File: config.mk
export PLATFORM = sky130hd
export DESIGN_NAME = vram_fill_engine
export DESIGN_NICKNAME = d
export VERILOG_FILES = /design/src/rtl/vram_fill_engine.sv
export SDC_FILE = /design/constraint.sdc
export NUM_CORES = 1
export LEC_CHECK = 0
export BUFFER_PORTS_ARGS = -buffer_cell sky130_fd_sc_hd__clkbuf_2
export CAP_MARGIN = 40
export CORE_MARGIN = 1
export CORE_UTILIZATION = 50
export CTS_BUF_LIST = sky130_fd_sc_hd__clkbuf_4 sky130_fd_sc_hd__clkbuf_8
export DETAILED_ROUTE_END_ITERATION = 10
export PLACE_DENSITY_LB_ADDON = 0.25
export SETUP_SLACK_MARGIN = 0.2
export SLEW_MARGIN = 20
export SYNTH_ARGS = -nofsm -noshare
export SYNTH_HDL_FRONTEND = slang
export SYNTH_SLANG_ARGS = --single-unit
File: constraint.sdc
create_clock -name clk -period 2.8 [get_ports clk]
set_input_delay 0.56 -clock clk [delete_from_list [all_inputs] [get_ports clk]]
set_output_delay 0.56 -clock clk [all_outputs]
set_load 0.02 [all_outputs]
File: src/rtl/vram_fill_engine.sv
// Rectangle-fill engine: writes one clipped pixel per clock into the 12-bit VRAM write port.
// Optional build macro VRAM_FILL_CHECKER_EN adds a two-colour checkerboard pattern mode.
module vram_fill_engine #(
    parameter int unsigned XBITS  = 7,
    parameter int unsigned YBITS  = 7,
    parameter int unsigned ADDR_W = XBITS + YBITS
) (
    input  logic                clk,
    input  logic                rst,
    input  logic                cmd_valid,
    output logic                cmd_ready,
    input  logic [XBITS-1:0]    cmd_x,
    input  logic [YBITS-1:0]    cmd_y,
    input  logic [XBITS:0]      cmd_w,
    input  logic [YBITS:0]      cmd_h,
    input  logic [11:0]         cmd_color,
`ifdef VRAM_FILL_CHECKER_EN
    input  logic [11:0]         cmd_color2,
    input  logic                cmd_checker,
`endif
    output logic                vram_we,
    output logic [ADDR_W-1:0]   vram_addr,
    output logic [11:0]         vram_wdata,
    output logic                busy,
    output logic                done
);

    localparam int unsigned XSUM_W = XBITS + 2;
    localparam int unsigned YSUM_W = YBITS + 2;
    localparam logic [XSUM_W-1:0] XMAX = XSUM_W'(1) << XBITS;
    localparam logic [YSUM_W-1:0] YMAX = YSUM_W'(1) << YBITS;

    typedef enum logic [1:0] {
        ST_IDLE = 2'd0,
        ST_FILL = 2'd1,
        ST_DONE = 2'd2
    } state_e;

    state_e              state_q, state_d;
    logic                cmd_ready_q, cmd_ready_d;
    logic                we_q, we_d;
    logic [ADDR_W-1:0]   addr_q, addr_d;
    logic [11:0]         wdata_q, wdata_d;
    logic                busy_q, busy_d;
    logic                done_q, done_d;
    logic [XBITS-1:0]    cx_q, cx_d;
    logic [YBITS-1:0]    cy_q, cy_d;
    logic [XBITS-1:0]    x0_q, x0_d;
    logic [XBITS-1:0]    x_end_q, x_end_d;
    logic [YBITS-1:0]    y_end_q, y_end_d;
    logic [11:0]         color_q, color_d;
`ifdef VRAM_FILL_CHECKER_EN
    logic [11:0]         color2_q, color2_d;
    logic                checker_q, checker_d;
`endif

    logic [XSUM_W-1:0]   x_sum_c, x_lim_c;
    logic [YSUM_W-1:0]   y_sum_c, y_lim_c;
    logic [XBITS-1:0]    x_end_c;
    logic [YBITS-1:0]    y_end_c;
    logic                last_col_c;
    logic                last_px_c;
    logic [XBITS-1:0]    nx_c;
    logic [YBITS-1:0]    ny_c;
    logic [11:0]         first_px_c;
    logic [11:0]         next_px_c;

    // Clip bounds saturate at the framebuffer edge so addresses never wrap.
    always_comb begin
        x_sum_c = XSUM_W'(cmd_x) + XSUM_W'(cmd_w);
        y_sum_c = YSUM_W'(cmd_y) + YSUM_W'(cmd_h);
        x_lim_c = (x_sum_c > XMAX) ? XMAX : x_sum_c;
        y_lim_c = (y_sum_c > YMAX) ? YMAX : y_sum_c;
        x_end_c = XBITS'(x_lim_c - XSUM_W'(1));
        y_end_c = YBITS'(y_lim_c - YSUM_W'(1));
    end

    always_comb begin
        last_col_c = (cx_q == x_end_q);
        last_px_c  = last_col_c && (cy_q == y_end_q);
        nx_c       = last_col_c ? x0_q : cx_q + XBITS'(1);
        ny_c       = last_col_c ? cy_q + YBITS'(1) : cy_q;
    end

    // Pattern parity uses absolute framebuffer coordinates.
    always_comb begin
`ifdef VRAM_FILL_CHECKER_EN
        first_px_c = (cmd_checker && (cmd_x[0] ^ cmd_y[0])) ? cmd_color2 : cmd_color;
        next_px_c  = (checker_q && (nx_c[0] ^ ny_c[0])) ? color2_q : color_q;
`else
        first_px_c = cmd_color;
        next_px_c  = color_q;
`endif
    end

    always_ff @(posedge clk or negedge rst) begin
        if (!rst) begin
            state_q     <= ST_IDLE;
            cmd_ready_q <= 1'b0;
            we_q        <= 1'b0;
            addr_q      <= '0;
            wdata_q     <= '0;
            busy_q      <= 1'b0;
            done_q      <= 1'b0;
            cx_q        <= '0;
            cy_q        <= '0;
            x0_q        <= '0;
            x_end_q     <= '0;
            y_end_q     <= '0;
            color_q     <= '0;
`ifdef VRAM_FILL_CHECKER_EN
            color2_q    <= '0;
            checker_q   <= 1'b0;
`endif
        end else begin
            state_q     <= state_d;
            cmd_ready_q <= cmd_ready_d;
            we_q        <= we_d;
            addr_q      <= addr_d;
            wdata_q     <= wdata_d;
            busy_q      <= busy_d;
            done_q      <= done_d;
            cx_q        <= cx_d;
            cy_q        <= cy_d;
            x0_q        <= x0_d;
            x_end_q     <= x_end_d;
            y_end_q     <= y_end_d;
            color_q     <= color_d;
`ifdef VRAM_FILL_CHECKER_EN
            color2_q    <= color2_d;
            checker_q   <= checker_d;
`endif
        end
    end

    // Outputs are computed one cycle ahead so every port comes straight from a flop.
    always_comb begin
        state_d     = state_q;
        cmd_ready_d = cmd_ready_q;
        we_d        = 1'b0;
        addr_d      = addr_q;
        wdata_d     = wdata_q;
        busy_d      = busy_q;
        done_d      = 1'b0;
        cx_d        = cx_q;
        cy_d        = cy_q;
        x0_d        = x0_q;
        x_end_d     = x_end_q;
        y_end_d     = y_end_q;
        color_d     = color_q;
`ifdef VRAM_FILL_CHECKER_EN
        color2_d    = color2_q;
        checker_d   = checker_q;
`endif
        case (state_q)
            ST_IDLE: begin
                cmd_ready_d = 1'b1;
                busy_d      = 1'b0;
                if (cmd_valid && cmd_ready_q) begin
                    cmd_ready_d = 1'b0;
                    busy_d      = 1'b1;
                    cx_d        = cmd_x;
                    cy_d        = cmd_y;
                    x0_d        = cmd_x;
                    x_end_d     = x_end_c;
                    y_end_d     = y_end_c;
                    color_d     = cmd_color;
`ifdef VRAM_FILL_CHECKER_EN
                    color2_d    = cmd_color2;
                    checker_d   = cmd_checker;
`endif
                    if ((cmd_w == '0) || (cmd_h == '0)) begin
                        state_d = ST_DONE;
                        done_d  = 1'b1;
                    end else begin
                        state_d = ST_FILL;
                        we_d    = 1'b1;
                        addr_d  = ADDR_W'({cmd_y, cmd_x});
                        wdata_d = first_px_c;
                    end
                end
            end
            ST_FILL: begin
                if (last_px_c) begin
                    state_d = ST_DONE;
                    done_d  = 1'b1;
                end else begin
                    we_d    = 1'b1;
                    cx_d    = nx_c;
                    cy_d    = ny_c;
                    addr_d  = ADDR_W'({ny_c, nx_c});
                    wdata_d = next_px_c;
                end
            end
            ST_DONE: begin
                state_d     = ST_IDLE;
                cmd_ready_d = 1'b1;
                busy_d      = 1'b0;
            end
            default: begin
                state_d     = ST_IDLE;
                cmd_ready_d = 1'b0;
                busy_d      = 1'b0;
            end
        endcase
    end

    assign cmd_ready  = cmd_ready_q;
    assign vram_we    = we_q;
    assign vram_addr  = addr_q;
    assign vram_wdata = wdata_q;
    assign busy       = busy_q;
    assign done       = done_q;

endmodule

### Word-level counts from Yosys, hierarchy flattened

Cells that the tools add are included.

| storage, ports and cells | value |
|---|---|
| output and inout bits | 30 |
| bits in read-only memories | 0 |
| logic and storage cells | 74 |
| bits in registers | 79 |
| input port bits | 45 |
| memories | 0 |
| bits in latches | 0 |
| memory bits (writable) | 0 |

| cells by class | value |
|---|---|
| divide/modulo/power cells | 0 |
| shifts and indexed selects | 0 |
| multipliers | 0 |
| magnitude comparators | 2 |
| reduce and logical (&&, ||, !) cells | 11 |
| equality and inequality tests | 8 |
| bitwise logic cells | 0 |
| multiplexer cells | 34 |
| $add $sub $neg | 6 |

Operator list:

| operator | count |
|---|---|
| 7-bit 2-to-1 mux | 8 |
| 14-bit 2-to-1 mux | 3 |
| 12-bit 2-to-1 mux | 3 |
| 14-bit one-hot mux with 2 select lines | 1 |
| 7-bit one-hot mux with 2 select lines | 2 |
| 12-bit one-hot mux with 2 select lines | 1 |
| 7-bit by 8-bit adder with 9-bit output | 2 |
| 9-bit by 8-bit > comparator with 1-bit output (second input constant) | 2 |
| 8-bit logical NOT | 2 |
| 7-bit by 1-bit adder with 7-bit output (second input constant) | 2 |
| 7-bit equality test | 2 |
| 7-bit by 1-bit subtractor with 7-bit output (second input constant) | 2 |
| 1-bit 2-to-1 mux | 8 |
| 2-bit inequality test (second input constant) | 4 |
| 2-bit 2-to-1 mux | 3 |
| 1-bit one-hot mux with 2 select lines | 3 |
| 2-bit one-hot mux with 2 select lines | 1 |
| 2-bit AND reduction | 2 |
| 4-bit AND reduction | 1 |
| 1-bit one-hot mux with 3 select lines | 1 |
| 3-bit AND reduction | 1 |
| 2-bit by 1-bit equality test with 1-bit output (second input constant) | 1 |
| 2-bit equality test (second input constant) | 1 |
| 1-bit logical AND | 2 |
| other kinds (3) | 3 |

### Depth between registers and ports, before layout

| logic depth | value |
|---|---|
| depth in word-level cells | 5 |
| mapped depth | 16 |
| gate-level depth less buffers | 16 |

### Worst setup path before layout

Ideal clock, no wire load.

| timing | value |
|---|---|
| path type | input -> register |
| start | input port cmd_y[0] |
| end | register y_end_q[6] |
| library setup time | 0.087 ns |
| path buffers | 0 |
| path slack | -0.700 ns |
| arrival | 3.413 ns |
| data required time | 2.713 ns |
| stages | 15 |
| cells stage by stage | ha_1 -> inv_1 -> fa_1 -> nor2b_1 -> o31a_1 -> a21oi_1 -> nor4_1 -> a21boi_1 -> or3_1 -> ha_1 -> inv_1 -> nor4_1 -> a2111oi_0 -> a21oi_1 -> o211ai_1 |

| on the way | value |
|---|---|
| word-level cells in the longest chain between the ends | 4 |

RTL lines:

| element | RTL line | RTL |
|---|---|---|
| from (decl) | 13 | `input logic [YBITS-1:0] cmd_y,` |
| 7-bit by 8-bit adder with 9-bit output (*) | 71 | `y_sum_c = YSUM_W'(cmd_y) + YSUM_W'(cmd_h);` |
| 9-bit by 8-bit > comparator with 1-bit output | 73 | `y_lim_c = (y_sum_c > YMAX) ? YMAX : y_sum_c;` |
| 7-bit 2-to-1 mux (*) | 73 |  |
| 7-bit by 1-bit subtractor with 7-bit output (*) | 75 | `y_end_c = YBITS'(y_lim_c - YSUM_W'(1));` |
| to (signal assigned) | 127 | `y_end_q <= y_end_d;` |
| to (decl) | 50 | `logic [YBITS-1:0] y_end_q, y_end_d;` |

Mark *: on every way between the ends. The rest lies on a longest branch, timed or not.
A chain may end at the register's enable or synchronous reset.

### Worst setup path after layout

| timing | value |
|---|---|
| start | input port cmd_y[0] |
| end | register y_end_q[2] |

The elaborated chain is that of the path after synthesis.

==> summary.txt <==
Synth Area in XOR/XNOR: 0.0683
Vias per inst: 5.62
Mapped Area: 0.00474 sq mm
Total negative setup slack: -1.05 ns
Busiest grt layer: met2
CTS Buf Count: 9
I/O pin count: 75
Slew margin rel.: 0.521
Largest family of logic cells by synthesized area: simple AND/OR/NAND/NOR gates
Number of global-route vias before repair: 4429
Met1 Usage GRT: 0.345
DRC Markers: 0
CTS Hold Bufs: 0
Crit path DAT: 3.32 ns
Main synth FF type: dfrtp_1
Min-delay worst type: input pin to async pin
Cells after Synth: 530
WL per Instance: 16.1 um
Adder-cell share of the synthesized area: 0.0559
GRT met2 Usage: 0.435
Count leader, synth: nand2_1
Met3 Usage GRT: 0.0365
Async SR Flop Fraction: 1.00
Largest cells by area after synthesis: dfrtp_1 42%, nand2_1 8.5%, ha_1 4.7%, mux2_1 4.0%, xor2_1 3.7%
Clock sinks: 79
Number of fill cells in the layout: 645
Post-Syn Nets: 595
Proportion of synthesized area in mux cells: 0.0607
Seq cells post-synth: 79
Placed Cells: 768
Skew-Pair Late Insertion Delay: 0.35 ns
WS Path Type: input pin to flip-flop
Fin nets: 751
Worst-Margin Slew: 0.716 ns
Non-Filler Instances: 802
FF-to-FF End: cx_q[0]
Reg2Reg Depth: 7
Clock tree buffer depth: 2
DP HPWL: 8.71 mm
Synth area leader: dfrtp_1
Core area: 0.00920 sq mm
Setup violators final: 6
Root Driver: clkbuf_8
Worst Skew: 0.00790 ns
Antenna cells: 0
CP endpoint kind: flip-flop
Hold Vio Cnt, Final: 0
Fmax: 324 MHz
First-pass GRT wire length: 20.4 mm
Critical path startpoint category: input pin
Leak: 3.07 nW
Buffers on Ports: 74
DP Area: 0.00593 sq mm
Share of the yosys chip area belonging to registers: 0.417
Distinct cell type count after synthesis: 58
H-tree Lvls: 3
Maxcap violations: 0
Util after Layout: 0.718
CTS tree: done
Clk slew on worst S/H paths: 0.09 ns
Top-area cell type share of the netlist area: 0.417
DRT Pass-1 Iters: 5
DR iter-0 viols: 209
Area grow syn2layout: 39.1%
Final worst slack: -0.287 ns
Violations in the final reports: setup timing
Final Cell Area: 0.00660 sq mm
Synth warn: 0
Initial antenna violation count: 0
Die X: 99.4 um
Final min period: 3.09 ns
CP max FO: 3
Power density over the cells: 671 mW/mm^2
Antenna Violating Nets Remaining: 0
Synth Area in Simple Gates: 0.212
Cell Rows: 35
Peak supply drop: 0.303 mV
Fin crit share: 1.10
CP required: 3.03 ns
Dpl ws: -0.679 ns
Max-slew violation count: 0
RSZ-0062 raised after global routing: yes
Worst reg2reg setup slack: 0.54 ns
Routability cong.: 0.894
Fraction of layout cells with a size suffix above 1: 0.357
Synth top cells by count: 108 x nand2_1, 79 x dfrtp_1, 42 x nor2_1
Syn avg cell area: 8.95 sq um
Status: finished, violations left
GR Util All Layers: 0.260
Drt total wl: 12.9 mm
Largest net degree at the start of global routing: 53
DIE AREA: 0.00988 sq mm
Synth Area in Compound Gates: 0.155
Worst R2R Start: cy_q[5]
GRT overflow: 0
Initial Utilization: 0.516
Die H: 99.4 um
Vias: 4508
Number of synthesized flops with an enable pin: 0
layout make-up:
| class | count | area (sq um) | share of cell area |
|---|---|---|---|
| inverters | 13 | 51.3 | 0.00777 |
| clock inverters | 7 | 65.1 | 0.00986 |
| well taps | 111 | 139 | 0.0210 |
| repair buffers | 171 | 1220 | 0.185 |
| multi-input cells | 412 | 3030 | 0.458 |
| clock buffers | 9 | 124 | 0.0188 |
| flip-flops and latches | 79 | 1980 | 0.300 |
kinds of logic after synthesis:
kind of cell             Yosys count
AND/OR/NAND/NOR                  218
AO/OA/AOI/OAI                    111
flip-flops                        79
buffers and inverters             39
XOR/XNOR                          37
multiplexers                      26
adder cells (fa/ha/maj)           20
where the power goes:
group	switching, mW	internal, mW
combinational	0.981	0.914
clock	0.475	0.342
sequential	0.282	1.43
critical path, stage by stage:
cell and delay (ns):
buf_8 0.08, ha_4 0.15, inv_2 0.05, fa_2 0.38, nor2b_2 0.13, o31a_1 0.27, a21oi_2 0.08, nor4_4 0.26
a21boi_2 0.12, or3_4 0.41, ha_4 0.18, inv_4 0.06, buf_6 0.09, buf_6 0.08, o31ai_1 0.05, or3b_1 0.36
through the flow:
step	hold WS (ns)	total power, mW
after floorplan	0.264	2.82
after global placement	0.457	3.35
after detailed placement	0.463	3.44
after CTS	0.119	4.37
after global routing	0.143	4.70
final	0.126	4.43
metal layers:
layer / routed length [um] / vias up
li1: - / 2183
met1: 5770 / 2165
met2: 6320 / 144
met3: 596 / 16
met4: 213 / 0
met5: 0 / -
layout by cell type (no fill, tap or decap), types with 7 or more instances in the layout:
cell and n:
mux2_1 17, o21ai_0 15, nand3_1 9, ha_4 11, dfrtp_1 79, clkbuf_8 12
inv_1 8, clkbuf_2 63, a31oi_1 22, xor2_1 19, xnor2_1 16, buf_4 93
nor2_1 42, a21oi_1 16, nand2_1 107, nand4_1 7
sequential cells by signal, summed over array words and instances, names as in the netlist:
register,flops
vram_we,1
state_q,2
y_end_q,7
x0_q,7
x_end_q,7
color_q,12
cmd_ready,1
busy,1
vram_addr,14
vram_wdata,12
done,1
cx_q,7
cy_q,7
repair_timing:
action,in CTS,in global routing
endpoints found under the hold margin,0,0
cloned,0,0
pin swaps,33,20
setup buffers,11,7
gates resized for setup,44,16
setup endpoints to repair,8,7
worst max path at each step:
stage	startpoint	to	slack (ns)
global placement	cmd_x[0]	x_end_q[2]	-0.56
finish	cmd_y[0]	y_end_q[2]	-0.29
detailed placement	cmd_y[0]	y_end_q[6]	-0.68
CTS	cmd_h[0]	y_end_q[2]	-0.22
floorplan	cmd_x[0]	x_end_q[2]	-0.47
global route	cmd_h[1]	y_end_q[2]	-0.36
(Power assumes the default switching activity.)
